<file path="src/rtl/mux_rr_arbiter.sv">
// rtl/mux_rr_arbiter.sv - six-way round-robin burst arbiter muxing requester data onto one output stream
module mux_rr_arbiter #(
  parameter int WIDTH     = 8,
  parameter int MAX_BURST = 4
) (
  input  logic             clk,
  input  logic             rst_n,
  input  logic [5:0]       req,
  input  logic [WIDTH-1:0] d0,
  input  logic [WIDTH-1:0] d1,
  input  logic [WIDTH-1:0] d2,
  input  logic [WIDTH-1:0] d3,
  input  logic [WIDTH-1:0] d4,
  input  logic [WIDTH-1:0] d5,
  input  logic             res_ready,
  output logic [WIDTH-1:0] res,
  output logic             res_valid,
  output logic [5:0]       ack,
  output logic [2:0]       sel,
  output logic             busy
);

  typedef enum logic {IDLE, XFER} state_t;

  localparam logic [3:0] LP_MAX = 4'(MAX_BURST);

  state_t           r_state;
  logic [2:0]       r_ptr;
  logic [2:0]       r_sel;
  logic [3:0]       r_cnt;

  logic [2:0]       w_pick;
  logic             w_found;
  logic [WIDTH-1:0] w_data;
  logic             w_req_sel;
  logic             w_beat;
  logic [3:0]       w_cnt_inc;
  logic [2:0]       w_ptr_next;

  // Rotating priority search starting at r_ptr, wrapping 5 -> 0
  always_comb begin
    logic [3:0] w_sum;
    w_pick  = r_ptr;
    w_found = 1'b0;
    w_sum   = '0;
    for (int k = 0; k < 6; k++) begin
      w_sum = {1'b0, r_ptr} + 4'(k);
      if (w_sum >= 4'd6) w_sum = w_sum - 4'd6;
      if (!w_found && req[w_sum[2:0]]) begin
        w_found = 1'b1;
        w_pick  = w_sum[2:0];
      end
    end
  end

  // Select data and request bit of the granted requester; 6 and 7 never occur
  always_comb begin
    w_data    = '0;
    w_req_sel = 1'b0;
    case (r_sel)
      3'd0: begin w_data = d0; w_req_sel = req[0]; end
      3'd1: begin w_data = d1; w_req_sel = req[1]; end
      3'd2: begin w_data = d2; w_req_sel = req[2]; end
      3'd3: begin w_data = d3; w_req_sel = req[3]; end
      3'd4: begin w_data = d4; w_req_sel = req[4]; end
      3'd5: begin w_data = d5; w_req_sel = req[5]; end
      default: begin w_data = '0; w_req_sel = 1'b0; end
    endcase
  end

  assign res_valid  = (r_state == XFER) && w_req_sel;
  assign res        = res_valid ? w_data : '0;
  assign w_beat     = res_valid && res_ready;
  assign ack        = w_beat ? (6'b000001 << r_sel) : 6'b000000;
  assign sel        = r_sel;
  assign busy       = (r_state == XFER);
  assign w_cnt_inc  = r_cnt + 4'd1;
  assign w_ptr_next = (r_sel == 3'd5) ? 3'd0 : r_sel + 3'd1;

  // Grant FSM: pick in IDLE, stream beats in XFER until burst limit or request drop
  always_ff @(posedge clk or negedge rst_n) begin
    if (!rst_n) begin
      r_state <= IDLE;
      r_ptr   <= 3'd0;
      r_sel   <= 3'd0;
      r_cnt   <= 4'd0;
    end else begin
      case (r_state)
        IDLE: begin
          if (w_found) begin
            r_sel   <= w_pick;
            r_cnt   <= 4'd0;
            r_state <= XFER;
          end
        end
        XFER: begin
          if (!w_req_sel) begin
            r_state <= IDLE;
            r_ptr   <= w_ptr_next;
          end else if (w_beat) begin
            r_cnt <= w_cnt_inc;
            if (w_cnt_inc == LP_MAX) begin
              r_state <= IDLE;
              r_ptr   <= w_ptr_next;
            end
          end
        end
      endcase
    end
  end

endmodule

</file>
<file path="config.mk">
export PLATFORM = sky130hd
export DESIGN_NAME = mux_rr_arbiter
export DESIGN_NICKNAME = d
export VERILOG_FILES = /design/src/rtl/mux_rr_arbiter.sv
export SDC_FILE = /design/constraint.sdc
export NUM_CORES = 1
export LEC_CHECK = 0
export ABC_AREA = 1
export CORE_AREA = 2 2 75 77
export CTS_BUF_LIST = sky130_fd_sc_hd__clkbuf_2 sky130_fd_sc_hd__clkbuf_4 sky130_fd_sc_hd__clkbuf_8
export CTS_CLUSTER_DIAMETER = 30
export DETAILED_ROUTE_END_ITERATION = 6
export DIE_AREA = 0 0 77 79
export GPL_TIMING_DRIVEN = 0
export HOLD_SLACK_MARGIN = 0.06
export PLACE_DENSITY_LB_ADDON = 0.2
export SETUP_SLACK_MARGIN = 0.02
export SLEW_MARGIN = 10
export SYNTH_ARGS = -nofsm -noshare
export SYNTH_HDL_FRONTEND = slang
export SYNTH_SLANG_ARGS = --single-unit
</file>
<file path="constraint.sdc">
create_clock -name clk -period 2.9 [get_ports clk]
set_clock_uncertainty 0.05 [all_clocks]
set_input_delay 0.58 -clock clk [delete_from_list [all_inputs] [get_ports clk]]
set_output_delay 0.58 -clock clk [all_outputs]
set_load 0.1 [all_outputs]
</file>
# Word level (Yosys, flattened, before mapping)
# Cells that the tools add are included.
# word_totals
regBits,11
latch_bits,0
ramBits,0
romBits,0
inputBits,57
output_inout_bits,19
elab_cells,105
memories,0
# op_classes
addsub,13
mul,0
div,0
magnitude_cmp,12
n_eq_ne,11
shifts,1
muxes,47
bitwise_logic,1
reduce_logical,16
# ops
cell,n
$mux W3,16
$pmux W8 S6,1
$lt A3 B4 Y1 const B,6
$ge A4 B3 Y1 const B,5
$bmux W1 S3,6
$sub A3 B3 Y3 const B,6
$mux W1,16
$mux W4,3
$add A3 B2 Y4 const B,2
$add A3 B3 Y4 const B,2
$mux W8,1
$ne A2 B1 Y1 const B,4
$pmux W4 S2,1
$logic_and A1 B1 Y1,7
$eq A3 B2 Y1 const B,2
$eq A3 B3 Y1 const B,2
$mux W6,1
$pmux W1 S6,1
$reduce_and A3 Y1,2
$shl A1 B3 Y6 const A,1
$logic_not A1 Y1,5
$add A3 B1 Y4 const B,1
$add A4 B1 Y4 const B,1
$eq A4 B3 Y1 const B,1
other kinds (8),8

# Depth between registers and ports, before layout
# Gate-level depths: netlist (run 1).
# depth
depth_word,22
ltp_mapped,20
mapped_depth_nobuf,19

# Worst setup path after synthesis (run 1)
# Ideal clock, no wire load.
# synth_path
kind,register -> output
from,"register r_sel[1], in the netlist sel[1]"
to,output port res[1]
arrival_time_ps,4908
t_required_ps,2270
setup_slack_ps,-2638
stages_incl_launch_ff,13
n_path_buf,1
path_cell_list,dfrtp_1 -> nand2_1 -> inv_1 -> ha_1 -> clkbuf_1 -> nand2_1 -> o21ai_0 -> nor2_1 -> o211ai_1 -> o21ai_1 -> nor2_2 -> clkinv_1 -> a31oi_1
# synth_via
elab_chain_len,4
word_cells_on_any_way,10
classes_between,eq/ne: 5; mux: 3; reduce/logical: 2
# synth_lines
item,line,text
from (decl),29,logic [2:0] r_sel;
from (signal assigned),91,r_sel <= w_pick;
"$eq A3 B3 Y1, or another cell as far along",60,case (r_sel)
$pmux W1 S6 (*),60,
$logic_and A1 B1 Y1 (*),71,assign res_valid = (r_state == XFER) && w_req_sel;
net res_valid,17,"output logic res_valid,"
$mux W8 (*),72,assign res = res_valid ? w_data : '0;
to (decl),16,"output logic [WIDTH-1:0] res,"
# Mark *: on every way through the listed nets, which the timed path passes. The rest lies on a longest branch.

# Worst setup path after layout (run 1)
# layout_path
from,input port req[0]
to,output port ack[2]
# layout_via
elab_chain_len,4
# layout_lines
item,line,text
from (decl),8,"input logic [5:0] req,"
$pmux W1 S6,60,
$logic_and A1 B1 Y1,71,
$logic_and A1 B1 Y1,73,assign w_beat = res_valid && res_ready;
$mux W6,74,assign ack = w_beat ? (6'b000001 << r_sel) : 6'b000000;
to (decl),18,"output logic [5:0] ack,"
# Every way passes these cells.

==> flow_results.org, run 1 <==
** Floorplan
- X dimension of the die :: 77 um
- Pin placement for this block handled 76 I/O pins.
- Area of the core :: 0.00534 mm^2
- Die Y-Extent :: 79 um
- The die covers 0.00608 mm^2.
- The initialized floorplan defines 27 standard-cell rows.
- The initial utilization of the core area, before any placement, comes to 33.0%.

** Power
- In this run the power density over the cells is 1330 mW/mm^2.
- In this run the static leakage power is 1.45 nW.
- Total power after layout :: 0.00426 W
- Worst VDD drop :: 1.25 mV

** Critical path
- Slowest-stage cell, CP :: sky130_fd_sc_hd__clkdlybuf4s50_1
- In this run the critical register-to-register path is launched from r_ptr[0]$_DFFE_PN0P_.
- In this run the number of cells on the critical path is 9.
- At the worst endpoint, the arrival time is 2.25 ns.
- The worst register-to-register path ends at sel[1]$_DFFE_PN0P_.
- On the worst path, the slowest cell contributes a delay of 0.45 ns.
- The critical path contains buffers and inverters numbering 4 combined.
- Element type at the critical path start :: input port
- Setup slack on the worst reg-to-reg path comes out at 0.24 ns.
- For the worst flop-to-flop path, the logic depth is 20.
- Counting stages on the worst path, the most repeated cell is sky130_fd_sc_hd__nor2_4.
- Worst path top cell family by delay :: buffers and inverters
- In this run the worst setup path begins at req[0].
- At the worst endpoint, the required time is 2.27 ns.
- STA classifies the critical path endpoint as a primary output.
- The critical path in this run is classified as in -> out.
- In this run the worst setup path terminates at ack[2].
- The critical path goes through clkdlybuf4s50_1, inv_1, o211ai_1, o21ai_2, nor2_4, nand2_4, clkbuf_16, nor2_4, buf_12.
- Along the worst path, the maximum fanout reaches 7.

** Timing
- Setup violations remaining at the end of the flow were counted as 0.
- For the pin with the worst max-slew slack, the measured transition is 0.981 ns.
- Setup repair after global routing missed its margin :: true
- Final count of hold timing violations :: 0
- Maximum clock frequency :: 347 MHz
- The number of slew-limit violations in the final report is 0.
- Post-route clock period utilization :: 99.4%
- In this run the tightest slew margin relative to its limit is 34.4%.
- Setup slack on the critical path of the routed design comes to 0.0171 ns.
- Minimum clock period after layout :: 2.88 ns

** Clock tree
- Clock tree buffer depth :: 2
- Clock-pin slew was measured on the worst setup and hold paths at 0.05 ns.
- The clock drives 11 sinks.
- Clock latency on the worst-skew pair, taken at its later pin, is 0.24 ns.
- TritonCTS clock tree :: done
- Clock buffers created by TritonCTS :: 3
- Buffer type at the clock tree root :: sky130_fd_sc_hd__clkbuf_8
- CTS built an H-tree with a depth of 1.

** Drt
- In the routed design, unresolved DRC markers number 0.
- In this run the remaining antenna-violating nets after routing total 0.
- After detailed routing, the average wire length per cell comes to 13.2 um.
- Summed over all layers, the routed wires come to 6.18 mm.
- After the first detailed-routing iteration, the DRC count stood at 67.
- The routed layout has 2265 vias.
- Pre-Repair DR Iteration Count :: 5
- Via-to-Cell Ratio :: 4.85

** Global routing
- Entering global routing, the biggest net connects 12 pins.
- Total global-route track usage :: 20.6%
- The total overflow left after global routing is 0.
- Global-route wire length before repair :: 10.4 mm
- Initial antenna violation count :: 0
- Number of global-route vias before repair :: 2216

** Synth
- Summing the sequential cell areas from Yosys gives 15.6% of the chip area.
- For this run, the number of Yosys warnings is 0.
- Avg Inst Size Synth :: 5.95 um^2
- Count of mapped cells out of synthesis :: 296
- Post-synthesis net count :: 364
- Number of synthesized flops with an enable pin :: 0
- Number of storage elements in the synthesis netlist :: 11
- Top FF cell, synth :: sky130_fd_sc_hd__dfrtp_1
- Netlist area before placement :: 0.00176 mm^2
- Counting flops with an async set or reset pin after synthesis yields a share of 100%.
- Unique cell type count in the Yosys netlist :: 33

** Layout
- Number of diodes added for antenna fixing :: 0
- In the final layout, the share of cells above drive strength 1 is 27.1%.
- Growth of design area from synthesis to finish :: 81.8%
- After the last flow step, the layout net total stands at 464.

** Placed design
- Number of buffer cells added on primary ports :: 75
- At the placement stage, the worst setup path has a slack of -1.09 ns.
- Placer congestion estimate :: 0.886
- Once detailed placement completed, the half-perimeter wirelength came to 4.68 mm.

** Run status
- Run status :: completed

** Min path
- Type of the worst min-delay path :: reg -> reg

** Run
- Number of max-capacitance violations reported :: 0
## metal layers
layer | track usage, % | part of all wire, %
met5 | 0 | 0
met4 | 1.25 | 0.13
met3 | 4.43 | 5.7
met2 | 38.6 | 53
met1 | 25.3 | 41
## worst reg2reg max path, delay by kind of cell (launching register included)
kind | cells | cell delay [ns]
and+or+nand+nor | 14 | 1.11
adders and majority gates | 1 | 0.32
DFF | 1 | 0.40
buffers and inverters | 5 | 0.67
## placed cells by master (no fill, tap or decap), types with 3 or more instances in the layout
master / count
sky130_fd_sc_hd__clkbuf_8: 3
sky130_fd_sc_hd__nor2_4: 18
sky130_fd_sc_hd__buf_4: 20
sky130_fd_sc_hd__xor2_1: 3
sky130_fd_sc_hd__clkdlybuf4s50_1: 56
sky130_fd_sc_hd__ha_1: 9
sky130_fd_sc_hd__o21ai_0: 15
sky130_fd_sc_hd__o21ai_1: 6
sky130_fd_sc_hd__dfrtp_4: 3
sky130_fd_sc_hd__dfrtp_1: 7
sky130_fd_sc_hd__nor2_1: 8
sky130_fd_sc_hd__a221oi_1: 8
sky130_fd_sc_hd__nand2_2: 13
sky130_fd_sc_hd__nand3_1: 31
sky130_fd_sc_hd__nand3_2: 3
sky130_fd_sc_hd__nand4_1: 5
sky130_fd_sc_hd__dlygate4sd2_1: 4
sky130_fd_sc_hd__nand2_1: 91
sky130_fd_sc_hd__inv_1: 33
sky130_fd_sc_hd__inv_2: 6
sky130_fd_sc_hd__buf_12: 14
sky130_fd_sc_hd__a22oi_1: 3
sky130_fd_sc_hd__inv_4: 3
sky130_fd_sc_hd__nand3_4: 3
## synth_stat cells (3+ instances only)
library cell	instances	share of area (%)
sky130_fd_sc_hd__a221oi_1	8	4.0
sky130_fd_sc_hd__a22oi_1	3	1.3
sky130_fd_sc_hd__dfrtp_1	11	16
sky130_fd_sc_hd__ha_1	11	7.8
sky130_fd_sc_hd__inv_1	40	8.5
sky130_fd_sc_hd__inv_2	3	0.64
sky130_fd_sc_hd__nand2_1	95	20
sky130_fd_sc_hd__nand2_2	11	3.9
sky130_fd_sc_hd__nand3_1	33	9.4
sky130_fd_sc_hd__nand3_2	3	1.7
sky130_fd_sc_hd__nand4_1	5	1.8
sky130_fd_sc_hd__nor2_1	21	4.5
sky130_fd_sc_hd__nor2_4	4	2.6
sky130_fd_sc_hd__o21ai_0	17	4.8
sky130_fd_sc_hd__o21ai_1	5	1.4
sky130_fd_sc_hd__xor2_1	3	1.5
## state kept, by name (all words and copies together) (netlist names)
register and count:
r_cnt 4, sel 3, busy 1, r_ptr 3
## cell type report
| class | instances | area [um^2] |
|---|---|---|
| Fill cell | 506 | 2130 |
| Multi-Input combinational cell | 237 | 1510 |
| Timing Repair Buffer | 95 | 1030 |
| Sequential cell | 11 | 288 |
| Inverter | 44 | 181 |
| Tap cell | 72 | 90.1 |
| Clock buffer | 4 | 48.8 |
| Buffer | 3 | 47.5 |
| Timing Repair inverter | 1 | 8.76 |
## cell families (layout without fill, tap and decap cells)
logic type,Yosys count,count (layout),share of synthesized area [%]
adders and majority gates,11,11,7.81
buffers and inverters,48,147,11.1
AOI/OAI and AO/OA,42,42,15.2
DFF,11,11,15.6
and+or+nand+nor,178,178,47.2
muxes,1,1,0.568
xor gates and xnor gates,5,5,2.49
## report_power, final
part	leakage [nW]	switching, W	internal, W
Combinational	1.29	0.00244	0.00133
Sequential	0.137	0.0000987	0.000228
Clock	0.0262	0.0000567	0.000106
Total	1.45	0.00260	0.00166
## what timing repair did
action	in CTS	in global routing
gates resized for setup	150	16
setup buffers	11	9
pin swaps	8	8
setup endpoints to repair	16	23
hold buffers	0	0
cloned	1	0
## worst min-delay path by stage
stage                               startpoint                   end  slack [ns]  cells after the start
after CTS                 r_cnt[0]$_DFFE_PN0P_  r_cnt[0]$_DFFE_PN0P_        0.49                      1
final                     r_cnt[3]$_DFFE_PN0P_  r_cnt[3]$_DFFE_PN0P_        0.50                      2
after floorplan                          rst_n        busy$_DFF_PN0_        0.23                      0
after global placement    r_cnt[3]$_DFFE_PN0P_  r_cnt[3]$_DFFE_PN0P_        0.45                      2
after detailed placement  r_cnt[0]$_DFFE_PN0P_  r_cnt[0]$_DFFE_PN0P_        0.49                      1
after global routing      r_cnt[0]$_DFFE_PN0P_  r_cnt[0]$_DFFE_PN0P_        0.54                      1
## metrics by stage
step | TNS (ns) | utilization, % | instances | area (um^2) | hold WS, ns
after CTS | -0.337 | 57.7 | 459 | 3080 | 0.488
after floorplan | -8.33 | - | 296 | 1930 | 0.234
final | 0 | 60.0 | 467 | 3200 | 0.495
after global placement | -14.28 | 51.9 | 443 | 2770 | 0.453
after detailed placement | -14.86 | 51.9 | 443 | 2770 | 0.485
after global routing | -0.326 | 60.0 | 467 | 3200 | 0.536
Power figures use the tool's default switching activity.
==> inputs of run 2 (changes only) <==
--- a/config.mk
+++ b/config.mk
@@ -6,11 +6,11 @@
 export NUM_CORES = 1
 export LEC_CHECK = 0
 export ABC_AREA = 1
-export CORE_AREA = 2 2 75 77
+export CORE_AREA = 2 2 87 68
 export CTS_BUF_LIST = sky130_fd_sc_hd__clkbuf_2 sky130_fd_sc_hd__clkbuf_4 sky130_fd_sc_hd__clkbuf_8
 export CTS_CLUSTER_DIAMETER = 30
 export DETAILED_ROUTE_END_ITERATION = 6
-export DIE_AREA = 0 0 77 79
+export DIE_AREA = 0 0 89 70
 export GPL_TIMING_DRIVEN = 0
 export HOLD_SLACK_MARGIN = 0.06
 export PLACE_DENSITY_LB_ADDON = 0.2
==> run 2 against run 1 <==
Critical path depth grew 3. Largest cell class unchanged. Clock-buffer cell count down 1. Wire length is 2.1% higher. Power is 1.1% lower. Final cell count is 1.1% higher. Die area up 2.4%. Fmax grew 0.22%. Largest power group unchanged. Clock power fell by 5%. Non-clock buffer count down 1. Via count up 0.18%.
==> flow_results.org, run 2 (synthesized netlist as in run 1, its figures left out) <==
** Run status
- The flow ran to the end, and the final reports show no timing, DRC or antenna violations.

** Global routing
- Global-route wire length before repair :: 9.87 mm
- Maximum number of pins on one net before global-route repair :: 12
- Initial antenna violation count :: 0
- The number of global-route vias before repair was 2083.
- Global routing used 19.5% of the available tracks across all layers.
- Global routing finished with a remaining overflow of 0.

** Floorplan
- The floorplan step defined a die boundary enclosing 0.00623 mm^2.
- In this run the horizontal extent of the chip is 89 um.
- In this run the vertical extent of the chip is 70 um.
- Area of the core :: 0.00553 mm^2
- Number of top-level pins :: 76
- Initial core utilization :: 31.9%
- The floorplan has 24 rows.

** Layout
- Summing all multi-input logic gate instances after layout gives 0.00152 mm^2.
- For this run, the number of standard cells in the final layout without fillers is 472.
- Fraction of layout instances using a drive strength above 1 :: 27.4%
- Utilization of the core after routing :: 57.5%
- Largest register FFs :: 4
- For this run, the post-layout net count is 463.
- The number of antenna diodes in the final layout is 0.
- Growth of design area from synthesis to finish :: 80.2%
- More flip-flops sit in one register than any other, and that register is r_cnt.
- The library cell used most frequently in the layout, excluding fill and tap cells, is sky130_fd_sc_hd__nand2_1.
- Register Area :: 288 um^2
- Leading cell types in the layout, fill and taps excluded :: sky130_fd_sc_hd__nand2_1, sky130_fd_sc_hd__clkdlybuf4s50_1, sky130_fd_sc_hd__inv_1, sky130_fd_sc_hd__nand3_1, sky130_fd_sc_hd__buf_4
- Fill cells in the final layout number 529.

** Timing
- Post-route clock period utilization :: 99.2%
- Setup repair after global routing missed its margin :: true
- Total count of max-transition violations in the final report :: 0
- The worst pin sits at a relative slew slack of 32.9%.
- The number of hold violations in the final report came to 0.
- Setup violations remaining at the end of the flow were counted as 0.
- Minimum clock period after layout :: 2.88 ns
- Final setup slack of the worst path :: 0.0234 ns
- Based on the critical path, the design can be clocked at up to 348 MHz.
- Worst slew pin tran :: 1.00 ns

** Drt
- Pre-Repair DR Iteration Count :: 4
- Antenna Nets Post-Route :: 0
- Wires add up to 6.30 mm.
- In the final routed layout, each cell accounts on average for 13.4 um.
- DRC violations left :: 0
- Total number of vias :: 2269
- In the routed layout, each cell is associated on average with a via count of 4.81.
- The first routing iteration left 89 violations.

** Critical path
- Critical path peak fanout :: 6
- The setup path with the least slack is of type reg -> out.
- Data on the critical path is required at its endpoint by 2.27 ns.
- Worst setup EP type :: primary output
- Element type at the critical path start :: flop
- Arrival time of data at the critical path endpoint :: 2.25 ns

** Placed design
- Detailed Place HPWL :: 4.81 mm
- Port buffering added 75 buffers.
- The congestion estimate from routability-driven global placement came to 0.869.
- Placement Setup Slack :: -1.09 ns
- Instance count after placement with tap cells included :: 449

** Clock tree
- Count of H-tree levels built during CTS :: 1
- Clk pin slew, worst setup/hold paths :: 0.05 ns
- The later pin in the worst-skew pair is clocked with a latency of 0.24 ns.
- No sink is reached through more buffers than the 2 on the longest clock path.
- In this run, post-CTS hold repair placed 0 buffers.
- In this run, CTS created clock tree buffers numbering 3.
- Buffer type at the clock tree root :: sky130_fd_sc_hd__clkbuf_8
- TritonCTS clock tree :: done
- Clock sink total :: 11

** Power
- For this design the static power due to leakage is 1.44 nW.
- Worst VDD drop :: 0.939 mV
- For this design the ratio of total power to cell area is 1330 mW/mm^2.
- The design draws 0.00421 W.

** Min path
- The min-delay analysis places its worst path in the category reg -> reg.

** Run
- The tool flagged a number of max-cap violations equal to 0.
==> run 2: power breakdown <==
group | switching [W] | leakage, nW | internal (W) | total (W)
Sequential | 0.0000906 | 0.137 | 0.000228 | 0.000319
Clock | 0.0000594 | 0.0255 | 0.0000945 | 0.000154
Combinational | 0.00246 | 1.27 | 0.00128 | 0.00374
Total | 0.00261 | 1.44 | 0.00161 | 0.00421
==> run 2: path summary, 6_finish.rpt <==
kind                                      startpoint                   end  slack (ns)  depth (start not counted)
worst min-delay path            r_cnt[3]$_DFFE_PN0P_  r_cnt[3]$_DFFE_PN0P_        0.47                          2
worst max register to register  r_ptr[0]$_DFFE_PN0P_    sel[1]$_DFFE_PN0P_        0.26                         20
min in group asynchronous                      rst_n    sel[0]$_DFFE_PN0P_        0.62                          1
max in group asynchronous                      rst_n    sel[2]$_DFFE_PN0P_        1.81                          1
worst max-delay path              sel[1]$_DFFE_PN0P_                res[0]        0.02                         12
worst min register to register  r_cnt[3]$_DFFE_PN0P_  r_cnt[3]$_DFFE_PN0P_        0.47                          2
==> run 2: stage by stage <==
stage | hold slack, ns | instance area (um^2) | TNS [ns]
2_1_floorplan | 0.234 | 1930 | -8.33
3_3_place_gp | 0.454 | 2780 | -14.39
3_5_place_dp | 0.461 | 2780 | -14.53
4_1_cts | 0.473 | 3040 | -0.000296
5_1_grt | 0.512 | 3170 | -0.795
6_report | 0.468 | 3170 | 0
==> run 2: timing repair <==
| action | 4_1_cts | 5_1_grt |
|---|---|---|
| pin swaps | 9 | 8 |
| setup endpoints to repair | 18 | 23 |
| gates resized for setup | 138 | 23 |
| cloned | 1 | 0 |
| buffers inserted | 12 | 8 |
==> run 2: final cells by class <==
class                   instances  share of cell area (%)
plain buffers                   2                   0.710
repair buffers                 95                    32.1
clock buffers                   3                    1.30
well taps                      78                    3.07
multi-input cells             237                    47.8
clock inverters                 1                   0.158
flip-flops and latches         11                    9.07
repair inverters                1                   0.158
inverters                      44                    5.64
==> run 2: routing by layer <==
| metal | up-vias | part of all wire (%) | global-route usage, % |
|---|---|---|---|
| met4 | 0 | 0.67 | 2.99 |
| li1 | 1171 | - | - |
| met1 | 1026 | 47 | 29.2 |
| met2 | 68 | 45 | 30.8 |
| met3 | 4 | 7.4 | 1.77 |
| met5 | - | 0 | 0 |
==> run 2: critical path: stages, from the launching register on <==
cell	delay [ns]
sky130_fd_sc_hd__dfrtp_4	0.52
sky130_fd_sc_hd__nor2_4	0.17
sky130_fd_sc_hd__nand2_4	0.07
sky130_fd_sc_hd__inv_4	0.05
sky130_fd_sc_hd__nand2_2	0.03
sky130_fd_sc_hd__o21ai_1	0.07
sky130_fd_sc_hd__nor2_1	0.05
sky130_fd_sc_hd__o211ai_1	0.11
sky130_fd_sc_hd__o21ai_2	0.12
sky130_fd_sc_hd__nor2_4	0.24
sky130_fd_sc_hd__clkinv_2	0.22
sky130_fd_sc_hd__nor2_4	0.13
sky130_fd_sc_hd__buf_6	0.23
